File: src/rtl/shift_seq_arbiter.sv
// shift_seq_arbiter: two-requester round-robin front end for a shared one-bit logical right shifter,
// iterating the shift once per clock and returning the result with a tagged done pulse.
module shift_seq_arbiter #(
  parameter int WIDTH = 8,
  parameter int AMT_W = 3
) (
  input  logic             clk,
  input  logic             rst_n,
  input  logic             req0,
  input  logic [WIDTH-1:0] data0,
  input  logic [AMT_W-1:0] amt0,
  output logic             gnt0,
  input  logic             req1,
  input  logic [WIDTH-1:0] data1,
  input  logic [AMT_W-1:0] amt1,
  output logic             gnt1,
  output logic             busy,
  output logic             done,
  output logic             owner,
  output logic [WIDTH-1:0] result
);
  localparam logic [1:0] IDLE = 2'd0, SHIFT = 2'd1, DONE = 2'd2;
  logic [1:0] state_q, state_d;
  logic [WIDTH-1:0] shift_q, shift_d, result_q, result_d;
  logic [AMT_W-1:0] cnt_q, cnt_d;
  logic last_q, last_d, owner_q, owner_d, gnt0_q, gnt0_d, gnt1_q, gnt1_d;
  logic pick1;
  logic [WIDTH-1:0] sel_data;
  logic [AMT_W-1:0] sel_amt;
  // Requester 1 wins when alone, or on a tie when requester 0 went last.
  assign pick1    = req1 & (~req0 | ~last_q);
  assign sel_data = pick1 ? data1 : data0;
  assign sel_amt  = pick1 ? amt1 : amt0;
  always_comb begin
    state_d  = state_q;
    shift_d  = shift_q;
    cnt_d    = cnt_q;
    last_d   = last_q;
    owner_d  = owner_q;
    result_d = result_q;
    gnt0_d   = 1'b0;
    gnt1_d   = 1'b0;
    case (state_q)
      IDLE: if (req0 | req1) begin
        gnt0_d  = ~pick1;
        gnt1_d  = pick1;
        shift_d = sel_data;
        cnt_d   = sel_amt;
        last_d  = pick1;
        if (sel_amt == '0) begin
          state_d  = DONE;
          result_d = sel_data;
          owner_d  = pick1;
        end else begin
          state_d = SHIFT;
        end
      end
      SHIFT: begin
        shift_d = shift_q >> 1;
        cnt_d   = cnt_q - 1'b1;
        if (cnt_q == AMT_W'(1)) begin
          state_d  = DONE;
          result_d = shift_q >> 1;
          owner_d  = last_q;
        end
      end
      default: state_d = IDLE;
    endcase
  end
  always_ff @(posedge clk or negedge rst_n) begin
    if (!rst_n) begin
      state_q  <= IDLE;
      shift_q  <= '0;
      cnt_q    <= '0;
      last_q   <= 1'b1;
      owner_q  <= 1'b0;
      result_q <= '0;
      gnt0_q   <= 1'b0;
      gnt1_q   <= 1'b0;
    end else begin
      state_q  <= state_d;
      shift_q  <= shift_d;
      cnt_q    <= cnt_d;
      last_q   <= last_d;
      owner_q  <= owner_d;
      result_q <= result_d;
      gnt0_q   <= gnt0_d;
      gnt1_q   <= gnt1_d;
    end
  end
  assign gnt0   = gnt0_q;
  assign gnt1   = gnt1_q;
  assign busy   = state_q != IDLE;
  assign done   = state_q == DONE;
  assign owner  = owner_q;
  assign result = result_q;
endmodule

File: config.mk
export PLATFORM = sky130hd
export DESIGN_NAME = shift_seq_arbiter
export DESIGN_NICKNAME = d
export VERILOG_FILES = /design/src/rtl/shift_seq_arbiter.sv
export SDC_FILE = /design/constraint.sdc
export NUM_CORES = 1
export LEC_CHECK = 0
export BUFFER_PORTS_ARGS = -buffer_cell sky130_fd_sc_hd__buf_2
export CAP_MARGIN = 20
export CORE_MARGIN = 4
export CORE_UTILIZATION = 35
export DETAILED_ROUTE_END_ITERATION = 8
export PLACE_DENSITY_LB_ADDON = 0.3
export SLEW_MARGIN = 40
export SYNTH_ARGS = -nofsm -noshare
export SYNTH_HDL_FRONTEND = slang
export SYNTH_SLANG_ARGS = --single-unit
File: constraint.sdc
create_clock -name clk -period 4.5 [get_ports clk]
set_clock_uncertainty 0.2 [all_clocks]
set_input_delay 0.45 -clock clk [delete_from_list [all_inputs] [get_ports clk]]
set_output_delay 0.45 -clock clk [all_outputs]
set_load 0.02 [all_outputs]
* Word-level counts from Yosys, hierarchy flattened *
Index checks and enable logic that the tools add are counted.

word-level totals
  register bits = 25
  input port bits = 26
  output and inout bits = 13
  logic and storage cells = 51

operators by class
  $add $sub $neg = 1
  equality and inequality tests = 6
  multiplexer cells = 22
  bitwise gates (word level) = 6
  reductions and logical operators = 8

operators by type and width
  cell                                                                 number
  8-bit 2-to-1 mux                                                     5
  8-bit case mux with 2 select lines                                   2
  1-bit 2-to-1 mux                                                     7
  2-bit 2-to-1 mux                                                     3
  3-bit 2-to-1 mux                                                     2
  2-bit != test (second input constant)                                3
  3-bit case mux with 2 select lines                                   1
  2-bit AND reduction                                                  3
  2-bit case mux with 2 select lines                                   1
  4-bit AND reduction                                                  1
  2-bit nonzero test                                                   2
  3-bit by 1-bit == test with 1-bit output (second input constant)     1
  3-bit zero test                                                      1
  1-bit inverter                                                       3
  3-bit by 1-bit subtractor with 3-bit output (second input constant)  1
  2-bit by 1-bit == test with 1-bit output (second input constant)     1
  2-bit == test (second input constant)                                1
  2-bit zero test                                                      1
  1-bit bitwise OR                                                     2
  1-bit case mux with 2 select lines                                   1
  1-bit bitwise AND                                                    1

* Depth between registers and ports, before layout *
Gate-level depths: netlist of run 1.

  depth in word-level cells = 8
  depth in mapped cells = 6

* Worst setup path before layout of run 1 *
No wires, ideal clock.

  path kind = input to register
  start point = input req1
  end point = register owner_q, in the netlist owner
  library setup time = 0.125 ns
  data arrival time = 1.690 ns
  setup slack = 2.485 ns
  cell stages on the path = 4
  path buffers = 0
  cell sequence = a21boi_4 > mux2_4 > o211ai_4 > mux2_2

between the ends
  cells in the longest elaborated chain, start to end = 5

RTL lines
  element                               RTL line  RTL
  start: declaration                    13        input logic req1,
  1-bit bitwise AND                     31        assign pick1 = req1 & (~req0 | ~last_q);
  3-bit 2-to-1 mux                      33        assign sel_amt = pick1 ? amt1 : amt0;
  3-bit zero test                       50        if (sel_amt == '0) begin
  2-bit != test (no source line)        n/a
  4-bit AND reduction (no source line)  n/a
  end signal: assignment                85        owner_q <= owner_d;
  end: declaration                      26        logic last_q, last_d, owner_q, owner_d, gnt0_q, gnt0_d, gnt1_q, gnt1_d;

Parallel ways exist; a longest one is shown, timed or not. The select of a mux whose other input is x is not followed.
A chain may end at the register's enable or synchronous reset.

* Worst setup path in the final report of run 1 *
  start point = register last_q
  end point = register result_q[1], in the netlist result[1]

between the ends
  cells in the longest elaborated chain, start to end = 7

RTL lines
  element                                                                                            RTL line  RTL
  start: declaration                                                                                 26
  start signal: assignment                                                                           84        last_q <= last_d;
  1-bit inverter *                                                                                   31
  1-bit bitwise OR *                                                                                 31
  1-bit bitwise AND *                                                                                31
  3-bit 2-to-1 mux / 8-bit 2-to-1 mux (equally long branches)                                        33, 32
  3-bit zero test / 8-bit 2-to-1 mux (equally long branches)                                         50
  2-bit != test (no source line) / 8-bit 2-to-1 mux (equally long branches)                          n/a
  4-bit AND reduction (no source line) / 8-bit case mux with 2 select lines (equally long branches)  n/a
  end signal: assignment                                                                             86        result_q <= result_d;
  end: declaration                                                                                   24        logic [WIDTH-1:0] shift_q, shift_d, result_q, result_d;

Every way passes the cells marked *; elsewhere a longest branch is shown, timed or not. The select of a mux whose other input is x is not followed.

==> impl_metrics.tcl, run 1 <==
set metrics [dict create \
    fin_tns_setup_ps 0 \
    antenna_found_initial 0 \
    critPathCaptureType "register" \
    pwr-share-clk_pct 14.2 \
    hold_viol 0 \
    synth_nets 146 \
    ant_nets 0 \
    yosysWarnings 0 \
    layout_common_cells "buf_2 (38), dfrtp_1 (23), nand2_1 (19)" \
    dieWidth_microns 67.4 \
    grt_pass1_wl_mm 4.71 \
    fmax_mhz 467 \
    syn_inst 118 \
    area_growth_pct 24.0 \
    p_per_area_nw_per_um2 724 \
    gp_congestion 0.779 \
    hpwl_mm 2.19 \
    critPathBufInv 0 \
    fill_cells 358 \
    final_common_cell "buf_2" \
    design.core.area_sq_um 3360 \
    clk_pin_slew_worst_paths_ps 140 \
    cts-root-buf "clkbuf_4" \
    ios 39 \
    hold_class "in -> reg" \
    fp-row-count 21 \
    ys_ff_latch 24 \
    drive_gt1_share_pct 41.1 \
    cp_slowest_stage_delay_ps 430 \
    dr.pass1.iters 4 \
    grt_max_degree 25 \
    overflow 0 \
    syn-cell-area_sq_um 1240 \
    slew_headroom_pct 61.1 \
    drt_iter0_drc 25 \
    status "finished, final reports clean" \
    cp_data_required_time_ps 4520 \
    cts_buffer_depth 2 \
    cp_cell_sequence "a21boi_4, mux2_4, o211ai_4, mux2_2" \
    cp_top_family "multiplexers" \
    wl_per_cell_microns 14.3 \
    avgSynthCellArea_sq_um 10.5 \
    crit_arrival_ps 2160 \
    power.leakage_uw 0.000736 \
    wirelength_mm 2.93 \
    final_nets 187 \
    switching_share_pct 39.9 \
    switchingPower_uw 443 \
    postCtsSetupRepairBufs 0 \
    startpoint_type "register" \
    cts_resized 0 \
    cts_buffers 3 \
    p_total_uw 1110 \
    cts_sinks 24 \
    first_global_vias 1034 \
    seq_area_frac_synth_pct 48.7 \
    cts_tree "built" \
    grt.total_usage_pct 13.8 \
    port_buffers 38 \
    fin_crit_sh_pct 47.6 \
    dieArea_sq_um 4550 \
    finalSetupViolCount 0 \
    ir_drop_v 0.000256 \
    h-tree-depth 1 \
    initial_utilization_pct 36.8 \
    diodes 0 \
    intPower_uw 667 \
    comb_power_share_pct 49.8 \
    rsz0062_at_grt "false" \
    critPathSlowestCell "dfstp_2" \
    period_needed_ps 2140 \
    die_h_microns 67.4 \
    timing_worst_setup_path_type "reg -> reg" \
    cap_violations 0 \
    drv_slew 0 \
    drc 0 \
    clk_latency_ps 310 \
    tightestPinTransition_ps 583 \
    power_frac_seq_pct 36.0 \
    routed_via_density 5.06 \
    crit_fanout 10 \
    via_count 1033 \
    yosysUniqueCellTypes 29 \
]
-- final timing paths --
check	slack, ps	cells after the start	end	from
setup / recovery	2360	4	result[1]	last_q
hold / removal	180	2	last_q	req0
setup reg to reg	2360	4	result[1]	last_q
hold reg to reg	330	1	shift_q[4]	shift_q[4]
max in group asynchronous	3280	2	last_q	rst_n
min in group asynchronous	450	2	cnt_q[0]	rst_n
-- metal layers --
metal | global-route usage (%) | vias to the layer above | routed length, microns
li1 | - | 495 | -
met1 | 18.0 | 507 | 1320
met2 | 22.3 | 29 | 1410
met3 | 3.49 | 2 | 178
met4 | 4.05 | 0 | 15
met5 | 0 | - | 0
-- cells by family (layout without fill, tap and decap cells) --
group / Yosys count / after routing / synth area share (%)
and+or+nand+nor: 42 / 42 / 14.9
AOI/OAI and AO/OA: 24 / 24 / 15.2
DFF: 24 / 24 / 48.7
muxes: 18 / 18 / 16.6
buffers and inverters: 8 / 48 / 2.63
adders and majority gates: 2 / 2 / 2.02
-- flip-flops by register name (all words and copies together), names as in the netlist --
| name | flops |
|---|---|
| result | 8 |
| shift_q | 7 |
| cnt_q | 3 |
| state_q | 2 |
| gnt0 | 1 |
| gnt1 | 1 |
| last_q | 1 |
| owner | 1 |
-- cells in the mapped netlist, drive strengths merged --
master,number,area share [%]
mux2i,1,0.81
o32ai,1,0.71
nor2b,2,1.0
a311oi,1,0.71
inv,5,1.5
nand2,19,5.8
clkbuf,1,0.30
a31oi,8,4.0
ha,2,2.0
a221o,1,0.81
a21bo,1,0.81
o211ai,1,1.7
dfstp,1,2.1
buf,2,0.81
and2b,1,0.61
a21boi,2,2.1
o32a,1,0.81
mux2,17,16
a21oi,4,1.6
o31ai,1,0.61
o21ai,3,1.2
dfrtp,23,47
or2,1,0.51
nor3,4,1.6
nor2,12,3.8
nand2b,3,1.5
-- power groups by stage --
| stage | logic, uW | clock network [uW] | registers, uW |
|---|---|---|---|
| 2_1_floorplan | 370 | 0 | 438 |
| 3_3_place_gp | 540 | 0 | 400 |
| 4_1_cts | 563 | 163 | 399 |
| 3_5_place_dp | 561 | 0 | 403 |
| 5_1_grt | 611 | 170 | 417 |
| 6_report | 552 | 158 | 400 |
-- through the flow --
stage / worst slack (ps) / instances / hold slack, ps / instance area (sq um) / utilization [%]
CTS: 2320 / 204 / 164 / 1530 / 45.6
detailed placement: 2120 / 199 / 269 / 1470 / 43.7
global placement: 2190 / 199 / 265 / 1470 / 43.7
global route: 2260 / 204 / 187 / 1530 / 45.6
floorplan: 2480 / 118 / -45.6 / 1240 / -
finish: 2360 / 204 / 183 / 1530 / 45.6
-- layout make-up --
class                           instances  area [sq um]  share of cell area, %
Timing Repair Buffer                   39           200                   13.1
Multi-Input combinational cell         86           602                   39.3
Clock buffer                            3          22.5                   1.47
Clock inverter                          1          30.0                   1.96
Sequential cell                        24           602                   39.3
Inverter                                5          18.8                   1.22
Tap cell                               46          57.6                   3.76
-- timing repair --
item / 4_1_cts / 5_1_grt
hold buffers: 1 / 0
endpoints found under the setup margin: 0 / 0
hold endpoints to repair: 23 / 0
No activity file was read; power rests on OpenSTA's default activity.
==> run 2: changes to the inputs <==
- clock period: 4.5 -> 1.9 ns (I/O delays scaled with it)
==> run 2 against run 1 <==
The run now ends with setup timing left. Sequential share of layout area down 2.4 points. Global-route usage is 0.53 points higher. Utilization is 2.9 points higher. Wire length is 0.14% lower. Hold slack worse by 88 ps. First-iteration DRC count is 8.0% lower. Via count is 1.5% higher. Critical path type unchanged. Critical endpoint is now result[7]. Largest power group unchanged. Highest routed layer unchanged.
==> impl_metrics.tcl, run 2 (same netlist as run 1, synthesis figures left out) <==
set metrics [dict create \
    initial_utilization_pct 36.8 \
    timing_worst_setup_path_type "reg -> reg" \
    cts_sinks 24 \
    period_needed_ps 1950 \
    fmax_mhz 514 \
    drive_gt1_share_pct 44.9 \
    fill_cells 349 \
    hold_class "in -> reg" \
    ir_drop_v 0.000664 \
    grt_pass1_wl_mm 4.83 \
    drc 0 \
    dieWidth_microns 67.4 \
    dieArea_sq_um 4550 \
    cts_tree "built" \
    cts-root-buf "clkbuf_4" \
    area_growth_pct 31.9 \
    setup_ws_ps -45.3 \
    startpoint_type "register" \
    violations "setup timing" \
    seqCellArea_sq_um 602 \
    antenna_found_initial 0 \
    drv_slew 0 \
    status "finished, violations left" \
    routed_via_density 4.92 \
    slew_headroom_pct 65.1 \
    wirelength_mm 2.92 \
    layout_common_cells "buf_2 (38), dfrtp_1 (23), nand2_1 (19)" \
    ant_nets 0 \
    first_global_vias 1069 \
    dp.cells 207 \
    tightestPinTransition_ps 523 \
    hold_viol 0 \
    overflow 0 \
    ios 39 \
    design.core.area_sq_um 3360 \
    wl_per_cell_microns 13.7 \
    multi_input_comb_area_sq_um 617 \
    clk_latency_ps 320 \
    dr.pass1.iters 4 \
    final_common_cell "buf_2" \
    rsz0062_at_grt "true" \
    die_h_microns 67.4 \
    drt_iter0_drc 23 \
    largest_register_ffs 8 \
    p_total_uw 2800 \
    cts_buffers 3 \
    grt.total_usage_pct 14.3 \
    finalSetupViolCount 9 \
    final_nets 196 \
    fin_cells 213 \
    port_buffers 38 \
    fin_crit_sh_pct 102 \
    hpwl_mm 2.25 \
    diodes 0 \
    p_per_area_nw_per_um2 1720 \
    cap_violations 0 \
    gp_congestion 0.783 \
    power.leakage_uw 0.000790 \
    crit_arrival_ps 1950 \
    cts_buffer_depth 2 \
    postCtsSetupRepairBufs 0 \
    h-tree-depth 1 \
    cp_data_required_time_ps 1910 \
    utilization_pct 48.5 \
    crit_fanout 10 \
    clk_pin_slew_worst_paths_ps 120 \
    critPathCaptureType "register" \
    grt_max_degree 25 \
    fp-row-count 21 \
    via_count 1048 \
]
[run 2: changes by cell type in the layout (fill, tap and decap cells not counted), sizes merged]
| cell | change |
|---|---|
| buf | +8 |
| dlygate4sd3 | +1 |
[run 2: area by class of cell]
| type | count | area share (%) |
|---|---|---|
| Clock inverter | 1 | 1.84 |
| Multi-Input combinational cell | 86 | 37.8 |
| Inverter | 5 | 1.15 |
| Clock buffer | 3 | 1.38 |
| Sequential cell | 24 | 36.9 |
| Timing Repair Buffer | 48 | 17.3 |
| Tap cell | 46 | 3.53 |
[run 2: final timing paths]
check | from | end | slack [ps] | depth (start not counted)
worst max-delay path | last_q | result[7] | -50 | 5
worst min-delay path | amt1[2] | cnt_q[2] | 100 | 4
worst max register to register | last_q | result[7] | -50 | 5
worst min register to register | cnt_q[2] | cnt_q[2] | 310 | 1
max in group asynchronous | rst_n | last_q | 970 | 2
min in group asynchronous | rst_n | result[5] | 160 | 2
[run 2: worst max-delay path: stages (launching register included)]
cell,delay [ps]
dfstp_2,580
a21boi_4,70
mux2_4,320
o211ai_4,190
buf_12,160
mux2_2,320
[run 2: power breakdown]
group          switching, uW  internal, uW
Sequential               156           776
Clock                    151           213
Combinational            777           724
[run 2: metal layers]
metal / vias to the layer above / share of wire, % / global-route usage, % / wire length [microns]
met5: - / 0 / 0 / 0
met4: 0 / 1.0 / 4.56 / 30
met3: 4 / 6.6 / 3.00 / 192
met2: 38 / 47 / 24.3 / 1380
met1: 496 / 45 / 18.0 / 1320
li1: 510 / - / - / -
[run 2: stage by stage]
stage / hold slack (ps) / area (sq um) / setup TNS (ps) / setup slack, ps
floorplan: -306 / 1240 / -470 / -52.2
global placement: 5.45 / 1540 / 0 / 19.8
CTS: 74.9 / 1620 / -274 / -41.9
finish: 95.3 / 1630 / -294 / -45.3
global route: 118 / 1630 / -561 / -79.7
detailed placement: 4.87 / 1540 / -187 / -31.9
[run 2: repair_timing]
item,in CTS,in global routing
pin swaps,0,0
hold endpoints to repair,24,0
resized for setup,1,3
setup endpoints to repair,9,16
hold buffers,2,0
